File: src/rtl/alu_pkg.sv
// alu_pkg: opcode map, FSM encoding and flag grouping shared by the multi-cycle ALU.
package alu_pkg;
    localparam logic [3:0] OP_ADD = 4'd0;
    localparam logic [3:0] OP_SUB = 4'd1;
    localparam logic [3:0] OP_AND = 4'd2;
    localparam logic [3:0] OP_OR  = 4'd3;
    localparam logic [3:0] OP_XOR = 4'd4;
    localparam logic [3:0] OP_SLL = 4'd5;
    localparam logic [3:0] OP_SRL = 4'd6;
    localparam logic [3:0] OP_NOR = 4'd7;
    localparam logic [3:0] OP_MUL = 4'd8;
    localparam logic [3:0] OP_SLT = 4'd9;
    localparam logic [3:0] OP_SRA = 4'd10;

    typedef enum logic {ST_IDLE, ST_MUL} state_t;

    typedef struct packed {
        logic cout;
        logic ovf;
        logic err;
    } flags_t;
endpackage

File: src/rtl/alu_mul_seq.sv
// alu_mul_seq: iterative shift-add unsigned multiplier, one partial product per cycle.
module alu_mul_seq #(
    parameter int DATA_WIDTH = 16
) (
    input  logic                      clk,
    input  logic                      rst,
    input  logic                      start,
    input  logic [DATA_WIDTH-1:0]     a,
    input  logic [DATA_WIDTH-1:0]     b,
    output logic                      busy,
    output logic                      last,
    output logic [2*DATA_WIDTH-1:0]   product
);
    localparam int CW = $clog2(DATA_WIDTH);

    logic [2*DATA_WIDTH-1:0] mcand;
    logic [2*DATA_WIDTH-1:0] acc;
    logic [DATA_WIDTH-1:0]   mplier;
    logic [CW-1:0]           cnt;

    assign last = busy && (cnt == CW'(DATA_WIDTH - 1));
    // product already includes the current iteration so the last cycle can be registered directly
    assign product = acc + (mplier[0] ? mcand : '0);

    always_ff @(posedge clk) begin
        if (rst) begin
            busy   <= 1'b0;
            cnt    <= '0;
            acc    <= '0;
            mcand  <= '0;
            mplier <= '0;
        end else if (start) begin
            busy   <= 1'b1;
            cnt    <= '0;
            acc    <= '0;
            mcand  <= {{DATA_WIDTH{1'b0}}, a};
            mplier <= b;
        end else if (busy) begin
            acc    <= product;
            mcand  <= mcand << 1;
            mplier <= mplier >> 1;
            cnt    <= last ? '0 : cnt + 1'b1;
            busy   <= !last;
        end
    end
endmodule

File: src/rtl/alu_mc.sv
// alu_mc: multi-cycle ALU with valid/ready input, registered result and status flags.
module alu_mc
    import alu_pkg::*;
#(
    parameter int DATA_WIDTH = 16,
    parameter int OP_SIZE    = 4
) (
    input  logic                  clk,
    input  logic                  rst,
    input  logic                  in_valid,
    output logic                  in_ready,
    input  logic [DATA_WIDTH-1:0] rega,
    input  logic [DATA_WIDTH-1:0] regb,
    input  logic [OP_SIZE-1:0]    control,
    output logic                  out_valid,
    output logic [DATA_WIDTH-1:0] out_alu,
    output logic                  cout,
    output logic                  ovf,
    output logic                  zero,
    output logic                  neg,
    output logic                  err
);
    localparam int W = DATA_WIDTH;

    state_t              state, state_next;
    logic                accept, is_mul, mul_busy, mul_last, big;
    logic [2*W-1:0]      product;
    logic [W:0]          sum, diff;
    logic [W-1:0]        res;
    flags_t              fl;

    assign in_ready = (state == ST_IDLE);
    assign accept   = in_valid && in_ready;
    assign is_mul   = (control == OP_MUL);
    assign zero     = (out_alu == '0);
    assign neg      = out_alu[W-1];

    alu_mul_seq #(.DATA_WIDTH(W)) u_mul (
        .clk     (clk),
        .rst     (rst),
        .start   (accept && is_mul),
        .a       (rega),
        .b       (regb),
        .busy    (mul_busy),
        .last    (mul_last),
        .product (product)
    );

    always_comb begin
        state_next = state;
        if (state == ST_IDLE)
            state_next = (accept && is_mul) ? ST_MUL : ST_IDLE;
        else
            state_next = (mul_last || !mul_busy) ? ST_IDLE : ST_MUL;
    end

    always_comb begin
        sum  = {1'b0, rega} + {1'b0, regb};
        diff = {1'b0, rega} - {1'b0, regb};
        big  = regb >= W'(W);
        res  = '0;
        fl   = '0;
        case (control)
            OP_ADD: begin
                res     = sum[W-1:0];
                fl.cout = sum[W];
                fl.ovf  = (rega[W-1] == regb[W-1]) && (sum[W-1] != rega[W-1]);
            end
            OP_SUB: begin
                res     = diff[W-1:0];
                fl.cout = diff[W];
                fl.ovf  = (rega[W-1] != regb[W-1]) && (diff[W-1] != rega[W-1]);
            end
            OP_AND: res = rega & regb;
            OP_OR:  res = rega | regb;
            OP_XOR: res = rega ^ regb;
            OP_NOR: res = ~(rega | regb);
            OP_SLL: res = big ? '0 : rega << regb;
            OP_SRL: res = big ? '0 : rega >> regb;
            OP_SRA: res = big ? {W{rega[W-1]}} : $unsigned($signed(rega) >>> regb);
            OP_SLT: res = W'($signed(rega) < $signed(regb));
            OP_MUL: res = '0;
            default: fl.err = 1'b1;
        endcase
    end

    always_ff @(posedge clk) begin
        if (rst) begin
            state     <= ST_IDLE;
            out_valid <= 1'b0;
            out_alu   <= '0;
            cout      <= 1'b0;
            ovf       <= 1'b0;
            err       <= 1'b0;
        end else begin
            state     <= state_next;
            out_valid <= (accept && !is_mul) || mul_last;
            if (accept && !is_mul) begin
                out_alu <= res;
                cout    <= fl.cout;
                ovf     <= fl.ovf;
                err     <= fl.err;
            end else if (mul_last) begin
                out_alu <= product[W-1:0];
                cout    <= |product[2*W-1:W];
                ovf     <= 1'b0;
                err     <= 1'b0;
            end
        end
    end
endmodule

File: config.mk
export PLATFORM = sky130hd
export DESIGN_NAME = alu_mc
export DESIGN_NICKNAME = d
export VERILOG_FILES = /design/src/rtl/alu_pkg.sv /design/src/rtl/alu_mul_seq.sv /design/src/rtl/alu_mc.sv
export SDC_FILE = /design/constraint.sdc
export NUM_CORES = 1
export LEC_CHECK = 0
export BUFFER_PORTS_ARGS = -buffer_cell sky130_fd_sc_hd__buf_2
export CAP_MARGIN = 20
export CELL_PAD_IN_SITES_DETAIL_PLACEMENT = 1
export CELL_PAD_IN_SITES_GLOBAL_PLACEMENT = 1
export CORE_MARGIN = 2
export CORE_UTILIZATION = 50
export CTS_CLUSTER_SIZE = 14
export DETAILED_ROUTE_END_ITERATION = 7
export MAX_ROUTING_LAYER = met4
export PLACE_DENSITY = 0.88
export SETUP_SLACK_MARGIN = 0.4
export SLEW_MARGIN = 0
export SYNTH_ARGS = -nofsm -noshare
export SYNTH_HDL_FRONTEND = slang
export SYNTH_SLANG_ARGS = --single-unit
File: constraint.sdc
create_clock -name clk -period 8.5 [get_ports clk]
set_clock_uncertainty 0.1 [all_clocks]
set_input_delay 0.425 -clock clk [delete_from_list [all_inputs] [get_ports clk]]
set_output_delay 0.425 -clock clk [all_outputs]
set_load 0.02 [all_outputs]
# Yosys cells after proc, flatten, opt, wreduce, memory -nomap -nowiden
# Index checks and enable logic that the tools add are counted.
[word_totals]
in_bits = 39
out_inout_bits = 23
register_bits = 106
word_cells = 83
[op_classes]
n_addsub = 4
n_lt_le_gt_ge = 2
eq_ne = 15
mux = 24
n_reduce_logical = 18
n_bitwise = 5
shift = 3
[ops]
columns = ["op", "count"]
rows = [
  ["case mux 16 bit (10 select lines)", 1],
  ["2-to-1 mux 16 bit", 9],
  ["adder 32 bit", 1],
  ["2-to-1 mux 32 bit", 1],
  ["adder 16 x 16 -> 17 bit", 1],
  ["subtractor 16 x 16 -> 17 bit", 1],
  ["AND 16 bit", 1],
  ["== test 4 x 3 -> 1 bit (second input constant)", 4],
  ["== test 4 bit (second input constant)", 4],
  ["greater-or-equal comparator 16 x 5 -> 1 bit (second input constant)", 1],
  ["zero test 16 bit", 1],
  ["less-than comparator 16 bit", 1],
  ["NOT 16 bit", 1],
  ["OR 16 bit", 1],
  ["OR reduction 16 bit", 1],
  ["<< shifter 16 x 16 -> 16 bit", 1],
  ["right shift 16 x 16 -> 16 bit", 1],
  [">>> shifter 16 x 16 -> 16 bit", 1],
  ["bitwise XOR 16 bit", 1],
  ["2-to-1 mux 1 bit", 11],
  ["OR reduction 11 bit", 1],
  ["== test 4 x 2 -> 1 bit (second input constant)", 2],
  ["logical AND 1 bit", 6],
  ["adder 4 x 1 -> 4 bit (second input constant)", 1],
  ["11 further kinds", 17],
]

# Logic depth before layout (Yosys ltp)
[logic_depth]
word_depth = 5
depth_mapped = 14
depth_no_buf = 14

# Modules after synthesis
# Synthesis repeated with hierarchy kept, for this count alone.
[hier_totals]
cells_unflattened = 1501
area_unflattened_um2 = 11441.0
[modules_own_cells]
columns = ["module", "area_per_inst_um2", "instances", "seq_area_each_um2", "cells_per_inst"]
rows = [
  ["alu_mc", 5804.3, 1, 420.4, 802],
  ["alu_mul_seq", 5636.7, 1, 1701.6, 699],
]

# Worst setup path after synthesis
# OpenSTA, ideal clock, no wires.
[synth_timing]
kind = "input port to flip-flop"
from = "in regb[2]"
to = "reg cout"
slack_ps = 5147
stages = 14
setup_time_ps = 126
t_required_ps = 8274
path_buffers = 2
arrival_ps = 3127
cell_sequence = "inv_1 clkbuf_1 clkbuf_1 ha_1 a21o_1 a21oi_1 o211ai_1 nand2_1 o21ai_0 a2111oi_0 o22a_1 o211ai_1 nor4_1 a21oi_1"
[synth_between]
elab_chain_cells = 3
elab_cells_between_ends = 4
classes_between = "add/sub: 2; mux: 2"
[synth_lines]
columns = ["item", "line_no", "rtl"]
rows = [
  ["from (decl)", "alu_mc.sv:13", "input logic [DATA_WIDTH-1:0] regb,"],
  ["subtractor 16 x 16 -> 17 bit or adder 16 x 16 -> 17 bit (tied branches)", "alu_mc.sv:59, alu_mc.sv:58", ""],
  ["case mux 2 bit (2 select lines) (*)", "alu_mc.sv:63", "case (control)"],
  ["2-to-1 mux 1 bit (*)", "alu_mc.sv:98", "if (accept && !is_mul) begin"],
  ["to (signal assigned)", "alu_mc.sv:100", "cout <= fl.cout;"],
  ["to (signal assigned)", "alu_mc.sv:105", "cout <= |product[2*W-1:W];"],
  ["to (decl)", "alu_mc.sv:17", "output logic cout,"],
]
# Every way passes the cells marked *; elsewhere a longest branch is shown, timed or not.
# A chain may end at the register's enable or synchronous reset.

# Worst setup path after layout
[layout_timing]
from = "in regb[2]"
to = "reg out_alu[6]"
[layout_between]
elab_chain_cells = 4
elab_cells_between_ends = 11
classes_between = "add/sub: 2; order compare: 1; shift: 3; mux: 5"
[layout_lines]
columns = ["item", "line_no", "rtl"]
rows = [
  ["greater-or-equal comparator 16 x 5 -> 1 bit, or another cell as far along", "alu_mc.sv:60", "big = regb >= W'(W);"],
  ["2-to-1 mux 16 bit, on equally long branches", "alu_mc.sv:80, alu_mc.sv:78, alu_mc.sv:79", ""],
  ["case mux 16 bit (10 select lines) (*)", "alu_mc.sv:63", ""],
  ["2-to-1 mux 16 bit (*)", "alu_mc.sv:98", ""],
  ["to (signal assigned)", "alu_mc.sv:99", "out_alu <= res;"],
  ["to (signal assigned)", "alu_mc.sv:104", "out_alu <= product[W-1:0];"],
  ["to (decl)", "alu_mc.sv:16", "output logic [DATA_WIDTH-1:0] out_alu,"],
]
# Marked as above.

==> key figures <==
Status
  • Outcome: finished, final reports clean

Clock network
  • H-tree Lvls: 3
  • TritonCTS Buffers: 9
  • PostCTS Resize Cnt: 0
  • Clk sinks: between 100 and 150
  • Cts hold-fix bufs: 0
  • TritonCTS clock tree: built
  • Clk slew on worst S/H paths: roughly 80 ps
  • Setup Buffers After CTS: 0
  • Clock buffer depth: 2
  • Root Buffer: clkbuf_16
  • Clk_lat worst skew: roughly 370 ps

Synth
  • Top-count cell post-synth: nor2_1
  • Syn Inst Count: 1391
  • Leading area contributor after synthesis: dfxtp_1
  • Ys async rst share: 0
  • Synth cell count leaders: nor2_1, a21oi_1, dfxtp_1, mux2i_1, nand2_1
  • Synth Warn #: 0
  • Seq/Total Area, Yosys: 0.203
  • Top-area cell type share of the netlist area: 0.203
  • Dominant synthesized flop cell: dfxtp_1
  • Ranking of synthesized cells by area: dfxtp_1, mux2i_1, ha_1, nor2_1, a21oi_1
  • Mapped Avg Cell Area: 7.50 um2
  • Post-synth EDFFs: 0
  • Netlist cell types: 81
  • Cell area after synthesis: roughly 0.010 mm2
  • Mapped Nets: between 1500 and 2000
  • Synth Register Bits: between 100 and 150

GRT
  • Grt ovf: 0
  • Initial antenna violation count: 0
  • First-pass GRT wire length: approximately 64000 um
  • Gr usage total: 0.382
  • Vias in the first global route: 11300
  • Largest net degree at the start of global routing: 65

Worst setup path
  • Most used cell, CP: a21oi_1
  • CP Max Fanout: 39
  • Worst path cell trace: buf_2 -> inv_1 -> ha_1 -> a21o_1 -> a21oi_1 -> nor2b_1 -> o21ai_0 -> nand2b_1 -> a221oi_1 -> a21oi_1 -> o41ai_1 -> a211oi_1
  • CP Class: input pin to flip-flop
  • Start of the worst register-to-register path: u_mul.mplier[0]
  • Critical Path Start: regb[2]
  • Crit path required time: 8590 ps
  • Flop-to-flop setup slack: about 4400 ps
  • Crit path DAT: approximately 4300 ps
  • CP max stage cell: o41ai_1
  • Largest stage delay, worst path: between 800 and 900 ps
  • Crit end category: flip-flop
  • Startpoint types: input pin

Cells and area
  • ANT cells: 0
  • Ratio of cells with drive above 1 in the final layout: 0.0937
  • Post-route cell area: roughly 0.011 mm2
  • Area added between synthesis and finish: 6.73%
  • Nets: between 1500 and 2000
  • Fill count: roughly 2700

Placed design
  • IO buf count: 61
  • Placer Congestion: between 1 and 1.5
  • DP Area: about 0.011 mm2
  • HPWL Detailed: between 20000 and 30000 um

Drt
  • M1 WL: about 17000 um
  • DR WL/cell: 24.9 um
  • Vias per cell: 6.74
  • Final wirelength: 41200 um
  • WL met2: around 19000 um
  • Routed Antenna Nets: 0
  • Detail Route met3 WL: about 3800 um
  • # DRC: 0
  • DRT Pass-1 Iters: 6
  • Vias: about 11000
  • DRT iter0 DRCs: about 1100
  • Uppermost layer routed: met4

Hold path
  • Hold wc startpoint: regb[10]
  • Hold Path Class: input pin to flip-flop

Timing
  • Final period utilization: 0.497
  • Worst-Margin Slew: ~1000 ps
  • RSZ-0062 raised after global routing: no
  • Slew Viols, Final: 0
  • Fmax: around 0.24 GHz
  • Setup-failing EPs final: 0
  • Fin crit period: about 4200 ps
  • Hold Fails Final Rpt: 0
  • Slew HR: 0.345
  • Setup TNS: 0 ps

Die
  • Die Wd: 148 um
  • Die Span Y: around 150 um
  • IO Count: between 60 and 70
  • # rows: 52
  • CORE AREA: roughly 0.020 mm2
  • Die ar.: approximately 0.022 mm2
  • Initial core utilization: 0.512

Pwr
  • Cell Pwr Density: about 120 mW/mm2
  • Logic pwr share: 0.257
  • Worst vdd ir: between 0.0001 and 0.00015 V
  • Sequential Power Share: 0.396
  • Tot Pwr: between 1 and 1.5 mW
  • Leakage power: around 4.4 nW
  • Int Pwr: ~0.85 mW
  • Sw Pwr: between 0.4 and 0.5 mW
  • Sw frac: 0.350
  • Clock group share of total power: 0.347

Job
  • MaxCap Viol Count: 0
-- power by group through the flow --
| stage | sequential (mW) | combinational (mW) | clock, mW |
|---|---|---|---|
| 6_report | 0.518 | 0.336 | 0.455 |
| 5_1_grt | 0.519 | 0.358 | 0.478 |
| 4_1_cts | 0.518 | 0.325 | 0.460 |
| 3_5_place_dp | 0.529 | 0.320 | 0 |
| 3_3_place_gp | 0.529 | 0.315 | 0 |
| 2_1_floorplan | 0.530 | 0.209 | 0 |
-- metal layers --
metal,vias up,track usage
met3,106,0.0945
met1,5545,0.485
met2,460,0.598
met5,-,-
li1,5054,-
met4,0,0.125
-- path summary, 6_finish.rpt --
path	end	depth (start not counted)
hold reg to reg	state	2
hold / removal	u_mul.mplier[10]	3
setup / recovery	out_alu[6]	12
setup reg to reg	cout	13
-- sequential cells by signal, indices dropped and copies added, names as in the netlist --
register	flops
u_mul.acc	32
cout	1
out_valid	1
out_alu	16
u_mul.mplier	16
u_mul.cnt	4
ovf	1
err	1
u_mul.mcand	32
u_mul.busy	1
state	1
-- critical path, delay by kind of cell --
| kind | cells | cell delay [ps] |
|---|---|---|
| and+or+nand+nor | 2 | 180 |
| AOI/OAI and AO/OA | 7 | 2090 |
| buffers and inverters | 2 | 1100 |
| adders and majority gates | 1 | 500 |
-- area by class of cell --
| cell class | count | area (um2) | share of cell area |
|---|---|---|---|
| clock buffer | 9 | 225 | 0.0202 |
| multi-input combinational | 1130 | 7710 | 0.693 |
| clock inverter | 7 | 87.6 | 0.00787 |
| timing repair buffer | 74 | 415 | 0.0373 |
| sequential | 106 | 2130 | 0.191 |
| inverter | 61 | 229 | 0.0206 |
| tap | 270 | 338 | 0.0304 |
-- stage by stage --
stage | hold WS, ps | worst slack (ps) | util | instances
6_report | 287 | 4280 | 0.547 | 1657
5_1_grt | 300 | 4000 | 0.547 | 1657
4_1_cts | 282 | 4430 | 0.546 | 1656
3_5_place_dp | 394 | 4050 | 0.530 | 1640
3_3_place_gp | 365 | 4070 | 0.530 | 1640
2_1_floorplan | 361 | 5150 | - | 1391
-- cell families after synthesis --
kind of cell | count (synthesis) | synth area share
simple gates | 461 | 0.206
compound gates | 430 | 0.275
buf+inv | 155 | 0.0590
mux | 117 | 0.122
flops | 106 | 0.203
fa+ha+maj | 83 | 0.102
xor+xnor | 39 | 0.0328
-- placed cells by master (no fill, tap or decap), drive strengths merged, types with 6 or more instances in the layout --
master     n
mux2i    102
mux2       8
clkbuf     9
a21boi     7
xor2      14
buf       74
nand4      6
a2111oi    6
a21oi    109
or3        9
nor2     192
o31a       7
ha        80
o211ai    18
nor2b     12
o221ai     6
a31oi      6
nor4      18
nand2     96
inv       62
nor3      30
nand3     21
a211oi    63
o21ai     90
a21o      15
xnor2     25
mux4       7
o22ai     13
nand2b    13
a221oi    14
a22oi      8
and2      38
dfxtp    106
o21bai     7
and3       8
o21a      17
Power figures use the tool's default switching activity.
